<file path="src/rtl/step_pacer_pkg.sv">
// step_pacer_pkg: shared FSM state encoding, divisor width and level-to-divisor helper.
package step_pacer_pkg;
    localparam int DIV_W = 8;

    typedef enum logic [1:0] {IDLE = 2'd0, RUN = 2'd1, PAUSED = 2'd2} state_t;

    // Saturating subtract: a level larger than base never wraps below min.
    function automatic logic [DIV_W-1:0] calc_div(input logic [DIV_W-1:0] lvl,
                                                  input logic [DIV_W-1:0] base,
                                                  input logic [DIV_W-1:0] min);
        return (base > lvl && (base - lvl) > min) ? base - lvl : min;
    endfunction
endpackage

</file>
<file path="src/rtl/step_pacer_if.sv">
// step_pacer_if: control, step handshake and status bundle; turbo exists only with STEP_PACER_TURBO_EN.
interface step_pacer_if #(
    parameter int LEVEL_W = 3,
    parameter int CNT_W   = 16
);
    logic               slow_in;
    logic               start;
    logic               pause;
`ifdef STEP_PACER_TURBO_EN
    logic               turbo;
`endif
    logic               step_valid;
    logic               step_ready;
    logic [LEVEL_W-1:0] level;
    logic [CNT_W-1:0]   step_count;
    logic               running;
    logic               overrun;

    modport master (
`ifdef STEP_PACER_TURBO_EN
        input  turbo,
`endif
        input  slow_in, start, pause, step_ready,
        output step_valid, level, step_count, running, overrun
    );

    modport slave (
`ifdef STEP_PACER_TURBO_EN
        output turbo,
`endif
        output slow_in, start, pause, step_ready,
        input  step_valid, level, step_count, running, overrun
    );
endinterface

</file>
<file path="src/rtl/edge_detect_rise.sv">
// edge_detect_rise: registers a synchronous input and flags its 0->1 transitions combinationally.
module edge_detect_rise (
    input  logic clk,
    input  logic rst_n,
    input  logic din,
    output logic q,
    output logic rise
);
    always_ff @(posedge clk or negedge rst_n)
        if (!rst_n) q <= 1'b0;
        else        q <= din;

    assign rise = din & ~q;
endmodule

</file>
<file path="src/rtl/step_pacer.sv">
// step_pacer: divides slow_in rising edges by a level-dependent divisor into valid/ready step requests.
// Optional STEP_PACER_TURBO_EN adds a turbo input forcing the divisor to MIN_DIV.
module step_pacer
    import step_pacer_pkg::*;
#(
    parameter int BASE_DIV        = 8,
    parameter int MIN_DIV         = 1,
    parameter int STEPS_PER_LEVEL = 16,
    parameter int MAX_LEVEL       = 7,
    parameter int LEVEL_W         = 3,
    parameter int CNT_W           = 16
) (
    input logic          CLOCK_50,
    input logic          resetn,
    step_pacer_if.master bus
);
    localparam logic [1:0] S_IDLE   = IDLE;
    localparam logic [1:0] S_RUN    = RUN;
    localparam logic [1:0] S_PAUSED = PAUSED;

    logic [1:0]         state;
    logic [DIV_W-1:0]   ecnt, div, base_div;
    logic [LEVEL_W-1:0] level;
    logic [CNT_W-1:0]   step_count;
    logic               step_valid, overrun, rise, slow_q;
    logic               counting, expire, xfer, lvl_up, clear;

    edge_detect_rise u_edge (
        .clk  (CLOCK_50),
        .rst_n(resetn),
        .din  (bus.slow_in),
        .q    (slow_q),
        .rise (rise)
    );

    always_comb begin
        base_div = calc_div(DIV_W'(level), DIV_W'(BASE_DIV), DIV_W'(MIN_DIV));
`ifdef STEP_PACER_TURBO_EN
        div      = bus.turbo ? DIV_W'(MIN_DIV) : base_div;
`else
        div      = base_div;
`endif
        counting = (state == S_RUN) && rise;
        expire   = counting && (ecnt == div - DIV_W'(1));
        xfer     = step_valid && bus.step_ready;
        lvl_up   = xfer && ((32'(step_count) + 32'd1) % STEPS_PER_LEVEL == 0);
        clear    = bus.start && (state != S_RUN);
    end

    always_ff @(posedge CLOCK_50 or negedge resetn) begin
        if (!resetn) begin
            state      <= S_IDLE;
            ecnt       <= '0;
            level      <= '0;
            step_count <= '0;
            step_valid <= 1'b0;
            overrun    <= 1'b0;
        end else begin
            state      <= clear ? S_RUN :
                          (state == S_RUN && bus.pause) ? S_PAUSED :
                          (state == S_PAUSED && !bus.pause) ? S_RUN : state;
            step_valid <= expire || (step_valid && !xfer);
            if (clear) begin
                ecnt       <= '0;
                level      <= '0;
                step_count <= '0;
                overrun    <= 1'b0;
            end else begin
                // A counter left above a freshly shrunk divisor rolls over without a step.
                if (counting)
                    ecnt <= (ecnt >= div - DIV_W'(1)) ? '0 : ecnt + DIV_W'(1);
                if (expire && step_valid && !xfer)
                    overrun <= 1'b1;
                if (xfer && step_count != '1)
                    step_count <= step_count + CNT_W'(1);
                if (lvl_up && level != LEVEL_W'(MAX_LEVEL))
                    level <= level + LEVEL_W'(1);
            end
        end
    end

    assign bus.step_valid = step_valid;
    assign bus.level      = level;
    assign bus.step_count = step_count;
    assign bus.running    = (state == S_RUN);
    assign bus.overrun    = overrun;
endmodule
</file>
<file path="src/flat_wrapper.sv">
// flat-port wrapper written by rule: the top's interface ports become plain ports
module step_pacer_flat import step_pacer_pkg::*;
#(
    parameter int BASE_DIV        = 8,
    parameter int MIN_DIV         = 1,
    parameter int STEPS_PER_LEVEL = 16,
    parameter int MAX_LEVEL       = 7,
    parameter int LEVEL_W         = 3,
    parameter int CNT_W           = 16
)
  (CLOCK_50, resetn, bus_slow_in, bus_start, bus_pause, bus_step_ready, bus_step_valid, bus_level, bus_step_count, bus_running, bus_overrun);
  step_pacer_if #(.LEVEL_W(LEVEL_W), .CNT_W(CNT_W)) bus_i ();
  input logic CLOCK_50;
  input logic resetn;
  input wire logic [$bits(bus_i.slow_in)-1:0] bus_slow_in;
  input wire logic [$bits(bus_i.start)-1:0] bus_start;
  input wire logic [$bits(bus_i.pause)-1:0] bus_pause;
  input wire logic [$bits(bus_i.step_ready)-1:0] bus_step_ready;
  output wire logic [$bits(bus_i.step_valid)-1:0] bus_step_valid;
  output wire logic [$bits(bus_i.level)-1:0] bus_level;
  output wire logic [$bits(bus_i.step_count)-1:0] bus_step_count;
  output wire logic [$bits(bus_i.running)-1:0] bus_running;
  output wire logic [$bits(bus_i.overrun)-1:0] bus_overrun;
  assign bus_i.slow_in = bus_slow_in;
  assign bus_i.start = bus_start;
  assign bus_i.pause = bus_pause;
  assign bus_i.step_ready = bus_step_ready;
  assign bus_step_valid = bus_i.step_valid;
  assign bus_level = bus_i.level;
  assign bus_step_count = bus_i.step_count;
  assign bus_running = bus_i.running;
  assign bus_overrun = bus_i.overrun;
  step_pacer #(.BASE_DIV(BASE_DIV), .MIN_DIV(MIN_DIV), .STEPS_PER_LEVEL(STEPS_PER_LEVEL), .MAX_LEVEL(MAX_LEVEL), .LEVEL_W(LEVEL_W), .CNT_W(CNT_W)) u_core (.CLOCK_50(CLOCK_50), .resetn(resetn), .bus(bus_i));
endmodule
</file>
<file path="config.mk">
export PLATFORM = sky130hd
export DESIGN_NAME = step_pacer_flat
export DESIGN_NICKNAME = d
export VERILOG_FILES = /design/src/rtl/step_pacer_pkg.sv /design/src/rtl/step_pacer_if.sv /design/src/rtl/edge_detect_rise.sv /design/src/rtl/step_pacer.sv /design/src/flat_wrapper.sv
export SDC_FILE = /design/constraint.sdc
export NUM_CORES = 1
export LEC_CHECK = 0
export ABC_AREA = 0
export CORE_MARGIN = 1
export CORE_UTILIZATION = 55
export CTS_CLUSTER_DIAMETER = 40
export CTS_CLUSTER_SIZE = 40
export DETAILED_ROUTE_END_ITERATION = 8
export PLACE_DENSITY_LB_ADDON = 0.05
export SLEW_MARGIN = 20
export SYNTH_ARGS = -nofsm -noshare
export SYNTH_HDL_FRONTEND = slang
export SYNTH_SLANG_ARGS = --single-unit
export TNS_END_PERCENT = 1
</file>
<file path="constraint.sdc">
create_clock -name CLOCK_50 -period 3.1 [get_ports CLOCK_50]
set_input_delay 0.62 -clock CLOCK_50 [delete_from_list [all_inputs] [get_ports CLOCK_50]]
set_output_delay 0.62 -clock CLOCK_50 [all_outputs]
set_load 0.01 [all_outputs]
</file>
# Yosys cells after proc, flatten, opt, wreduce, memory -nomap -nowiden
# Index checks and enable logic that the tools add are counted.
# totals
reg_bits	32
in_bits	6
out_inout_bits	22
# classes
bitwise_logic	2
n_reduce_logical	21
eq_ne	6
addsub	6
magnitude_cmp	2
muxes	13
# op_table
op	count
zero test 32 bit	1
two-way mux 16 bit	2
two-way mux 8 bit	4
adder 16 x 1 -> 16 bit, second input constant	1
inequality test 16 bit, second input constant	1
logical AND 1 bit	12
adder 8 x 1 -> 8 bit, second input constant	1
equality test 8 bit	1
greater-or-equal comparator 8 bit	1
> comparator 8 x 1 -> 1 bit, second input constant	1
nonzero test 2 bit	4
subtractor 8 x 1 -> 8 bit, second input constant	1
two-way mux 2 bit	3
two-way mux 3 bit	2
subtractor 4 x 3 -> 5 bit, first input constant	1
adder 4 x 1 -> 4 bit, second input constant	1
adder 3 x 1 -> 3 bit, second input constant	1
inequality test 3 bit, second input constant	1
nonzero test 3 bit	1
equality test 2 x 1 -> 1 bit, second input constant	1
equality test 2 bit, second input constant	1
zero test 1 bit	2
two-way mux 1 bit	2
inequality test 2 x 1 -> 1 bit, second input constant	1
3 further kinds	3

# Longest topological paths before layout
# Gate-level depths: netlist of the first run.
# logic_depth
depth_word	10
ltp_mapped	14
mapped_depth_nobuf	14

# Hierarchy
# Synthesis of the first run repeated with hierarchy kept, for this count alone.
# hier_totals
hier_cells	230
area_unflattened_um2	2025.7
# by_module_without_submodules
mod	cells_per_inst	instances	area_per_inst_um2
step_pacer	228	1	1986.9
edge_detect_rise	2	1	38.8

# Worst setup path before layout of the first run
# No wires, ideal clock.
# synth_path
kind	register to register
from	register u_core.level[0], in the netlist u_core.bus.level[0]
to	register u_core.ecnt[0]
required_ns	2.975
path_stages_with_launch	13
arrival_ns	2.566
path_slack_ns	0.410
path_buffers	0
cell_sequence	dfrtp_1 > inv_1 > ha_1 > nor3b_1 > nor2_1 > nor3_1 > ha_1 > ha_1 > o21a_1 > nor2_1 > o31ai_2 > nor2_2 > mux2_2
# synth_via
elab_chain_cells	8
# synth_rtl
element	line	rtl
start, declared	step_pacer.sv:23	logic [LEVEL_W-1:0] level;
start signal, assigned	step_pacer.sv:77	level <= level + LEVEL_W'(1);
subtractor 4 x 3 -> 5 bit (*)	step_pacer_pkg.sv:11	return (base > lvl && (base - lvl) > min) ? base - lvl : min;
> comparator 8 x 1 -> 1 bit	step_pacer_pkg.sv:11	
two-way mux 8 bit (*)	step_pacer_pkg.sv:11	
subtractor 8 x 1 -> 8 bit (*)	step_pacer.sv:71	ecnt <= (ecnt >= div - DIV_W'(1)) ? '0 : ecnt + DIV_W'(1);
greater-or-equal comparator 8 bit (*)	step_pacer.sv:71	
two-way mux 8 bit (*)	step_pacer.sv:71	
two-way mux 8 bit (*)	step_pacer.sv:70	if (counting)
two-way mux 8 bit (*)	step_pacer.sv:63	if (clear) begin
end signal, assigned	step_pacer.sv:71	
end, declared	step_pacer.sv:22	logic [DIV_W-1:0] ecnt, div, base_div;
# Every way passes the cells marked *; elsewhere a longest branch is shown, timed or not. The select of a mux whose other input is x is not followed.
# A chain may end at the register's enable or synchronous reset.

# Worst setup path in the final report of the first run
# Same ends and word-level chain as after synthesis.

==> results of run 1 <==
## layout make-up
type	instances	area, µm²	area share (%)
multi-input combinational	172	1220	49.0
sequential	32	801	32.1
timing repair buffer	29	285	11.4
clock buffer	7	86.3	3.46
tap	46	57.6	2.31
inverter	9	33.8	1.35
clock inverter	1	7.51	0.301
## power groups by stage
stage / clock, mW / sequential (mW) / combinational, mW
finish: 0.345 / 0.499 / 0.324
global route: 0.371 / 0.506 / 0.361
CTS: 0.355 / 0.498 / 0.316
detailed placement: 0 / 0.507 / 0.316
global placement: 0 / 0.503 / 0.298
floorplan: 0 / 0.494 / 0.222
## metal layers
layer / track usage (%) / wire, µm
met4: 12.2 / 125
met2: 43.1 / 2290
met5: 0 / 0
met3: 6.16 / 170
met1: 26.9 / 1920
## stage by stage
| stage | cells | hold slack, ns |
|---|---|---|
| finish | 296 | 0.516 |
| global route | 296 | 0.542 |
| CTS | 296 | 0.516 |
| detailed placement | 288 | 0.491 |
| global placement | 288 | 0.482 |
| floorplan | 217 | 0.324 |
## cells in the mapped netlist, types with 2 or more instances
cell | count | area share, %
a21o_1 | 2 | 0.73
a21oi_1 | 10 | 2.4
a22o_1 | 5 | 2.1
and3_1 | 5 | 1.5
and4_4 | 2 | 1.1
buf_2 | 2 | 0.48
dfrtp_1 | 32 | 39
ha_1 | 15 | 9.1
inv_1 | 8 | 1.5
nand2_1 | 15 | 2.7
nand2b_1 | 3 | 0.91
nand3_1 | 10 | 2.4
nand3_2 | 2 | 0.97
nand3b_1 | 2 | 0.73
nand4_1 | 5 | 1.5
nor2_1 | 24 | 4.4
nor2_2 | 2 | 0.61
nor2b_1 | 4 | 1.2
nor3_1 | 6 | 1.5
nor3_2 | 3 | 1.5
nor3b_1 | 2 | 0.73
nor3b_2 | 3 | 1.8
nor4_1 | 2 | 0.61
o21ai_0 | 8 | 1.9
o21ai_1 | 5 | 1.2
or3_1 | 2 | 0.61
xnor2_1 | 15 | 6.4
## how the worst min path moves through the flow
stage / slack [ns] / endpoint / cells past startpoint
after floorplan: 0.32 / u_core.bus.level[0] / 0
after CTS: 0.52 / u_core.bus.overrun / 2
after global routing: 0.54 / u_core.bus.overrun / 2
after detailed placement: 0.49 / u_core.bus.overrun / 2
final: 0.52 / u_core.bus.overrun / 2
after global placement: 0.48 / u_core.bus.overrun / 2
## state kept, by name, summed over array words and instances (netlist names)
name and flops:
u_core.bus.level 3, u_core.bus.overrun 1, u_core.bus.step_count 16, u_core.bus.step_valid 1
u_core.ecnt 8, u_core.state 2, u_core.u_edge.q 1
## critical path, stage by stage (launching register included)
cell	delay (ns)
dfrtp_1	0.49
inv_1	0.12
ha_1	0.23
nor3b_1	0.20
nor2_1	0.09
nor3_2	0.17
ha_1	0.28
ha_1	0.30
o21a_1	0.12
nor2_1	0.06
o31ai_4	0.37
nor2_2	0.13
mux2_2	0.28
## cell families (layout without fill, tap and decap cells)
group	count (synthesis)	after routing	synth area share [%]
simple gates	99	99	29.2
compound gates	39	39	12.5
flops	32	32	38.8
fa+ha+maj	15	15	9.09
xor+xnor	15	15	6.36
buf+inv	13	46	2.85
mux	2	2	1.03
other cells	1	2	0.182
## placed cells by master, fill, tap and decap left out, types with 3 or more instances in the layout
cell type,instances
nand2b_1,3
nor3_1,5
nor3_2,4
and3_1,5
clkdlybuf4s50_1,27
a22o_1,5
dfrtp_1,32
nand4_1,5
ha_1,15
xnor2_1,15
nor2_1,24
inv_1,8
nor2b_1,4
nor3b_2,3
clkbuf_8,6
nand2_1,15
o21ai_0,8
a21oi_1,10
o21ai_1,5
nand3_1,10
==> impl_metrics.toml, run 1 <==
[status]
outcome = "complete, no violations"

[floorplan]
io_pins = 28
chipHeight_um = 63.3
rows = 21
start_util_pct = 59.5
dieArea_um2 = 4000
die_w_um = 63.3
coreArea_um2 = 3470

[yosys]
postSynthCellCount = 216
synth_ff_type = "dfrtp_1"
synth_area_um2 = 2060
syn_area_per_cell_um2 = 9.56
synth.distinct_cells = 49
yosysWarnings = 0
async_flop_share_pct = 100
ys_ff_latch = 32
ys_seq_area_share_pct = 38.8
synth_enable_flop_cells = 0

[route]
detail-route-antenna-nets = 0
firstDrtPassIters = 4
finalWirelength_um = 4510
drc = 0
drt_iter0_markers = 150
post_drt_wl_per_cell_um = 15.2
vias = 1729
viasPerCell = 5.84

[cts]
clk_pin_slew_worst_paths_ns = 0.07
cts_tree = "built"
cts_hold_buf = 0
cts_buffer_depth = 2
post-cts-setup-buffers = 0
numCtsBuffers = 5
htree_num_levels = 2
clk_latency_ns = 0.29
cts_root_buf = "clkbuf_8"
cts_resized = 0
cts_sinks = 32

[power_and_ir_drop]
switchingPower_uw = 395
ir_drop_v = 0.000250
total_power_mw = 1.17
swShare_pct = 33.8
pwr-share-clk_pct = 29.5
p_int_uw = 773
power.density_nw_per_um2 = 468
p_leak_nw = 1.05
power_frac_comb_pct = 27.8
sequentialPowerShare_pct = 42.7

[worst_setup_path]
crit_fanout = 8
worstSetupEndpoint = "u_core.ecnt[0]"
start_kind = "flop"
worstSetupPathType = "flop to flop"
rr_worst_depth = 12
endpoint_kind = "flop"
reg2reg_from = "u_core.bus.level[0]"
reg2reg_to = "u_core.ecnt[0]"
rrSetupSlack_ns = 0.13
required_ns = 3.28
startpoint = "u_core.bus.level[0]"
worst-endpoint-arrival_ns = 3.15

[global_routing]
grt_use_total_pct = 24.4
grt_overflow_total = 0
grt_pass1_vias = 1743
antenna_found_initial = 0
grt_max_degree = 33
grt_pass1_wl_um = 7520

[placement]
finalWeightedCongestion = 0.862
port_buffers = 27
place_hpwl_um = 3310
post-place-ws_ns = 0.103
placed_area_um2 = 2390

[sta]
relSlewSlack_pct = 48.1
tightest_slew_ns = 0.778
setup_viol = 0
tns_ns = 0
hold_viol_final = 0
drv_slew = 0
fin_crit_sh_pct = 95.7
fin_crit_ns = 2.97
worst_slack_ns = 0.133
timing.fmax_ghz = 0.337
finClkSkew_ns = 0.00761

[hold_path]
hp-class = "flop to flop"
hold_path_startpoint = "u_core.bus.overrun"

[cells_and_area]
design_area_um2 = 2490
post-route-util_pct = 71.9
antenna_cells = 0
drive_gt1_share_pct = 12.4
nFillCells = 281
area_growth_pct = 20.8
nets = 270

[run]
drv_cap = 0
Note: power is estimated with default switching activity, not from simulation.
==> run 2: changes to the inputs <==
- CTS_CLUSTER_SIZE: 40 -> 25
==> results of run 2 <==
The final DEF is identical to that of run 1; final timing and power are the same.
==> run 3: changes to the inputs <==
- HOLD_SLACK_MARGIN: not set -> 0.05
==> results of run 3 <==
The final DEF is identical to that of run 1; final timing and power are the same.
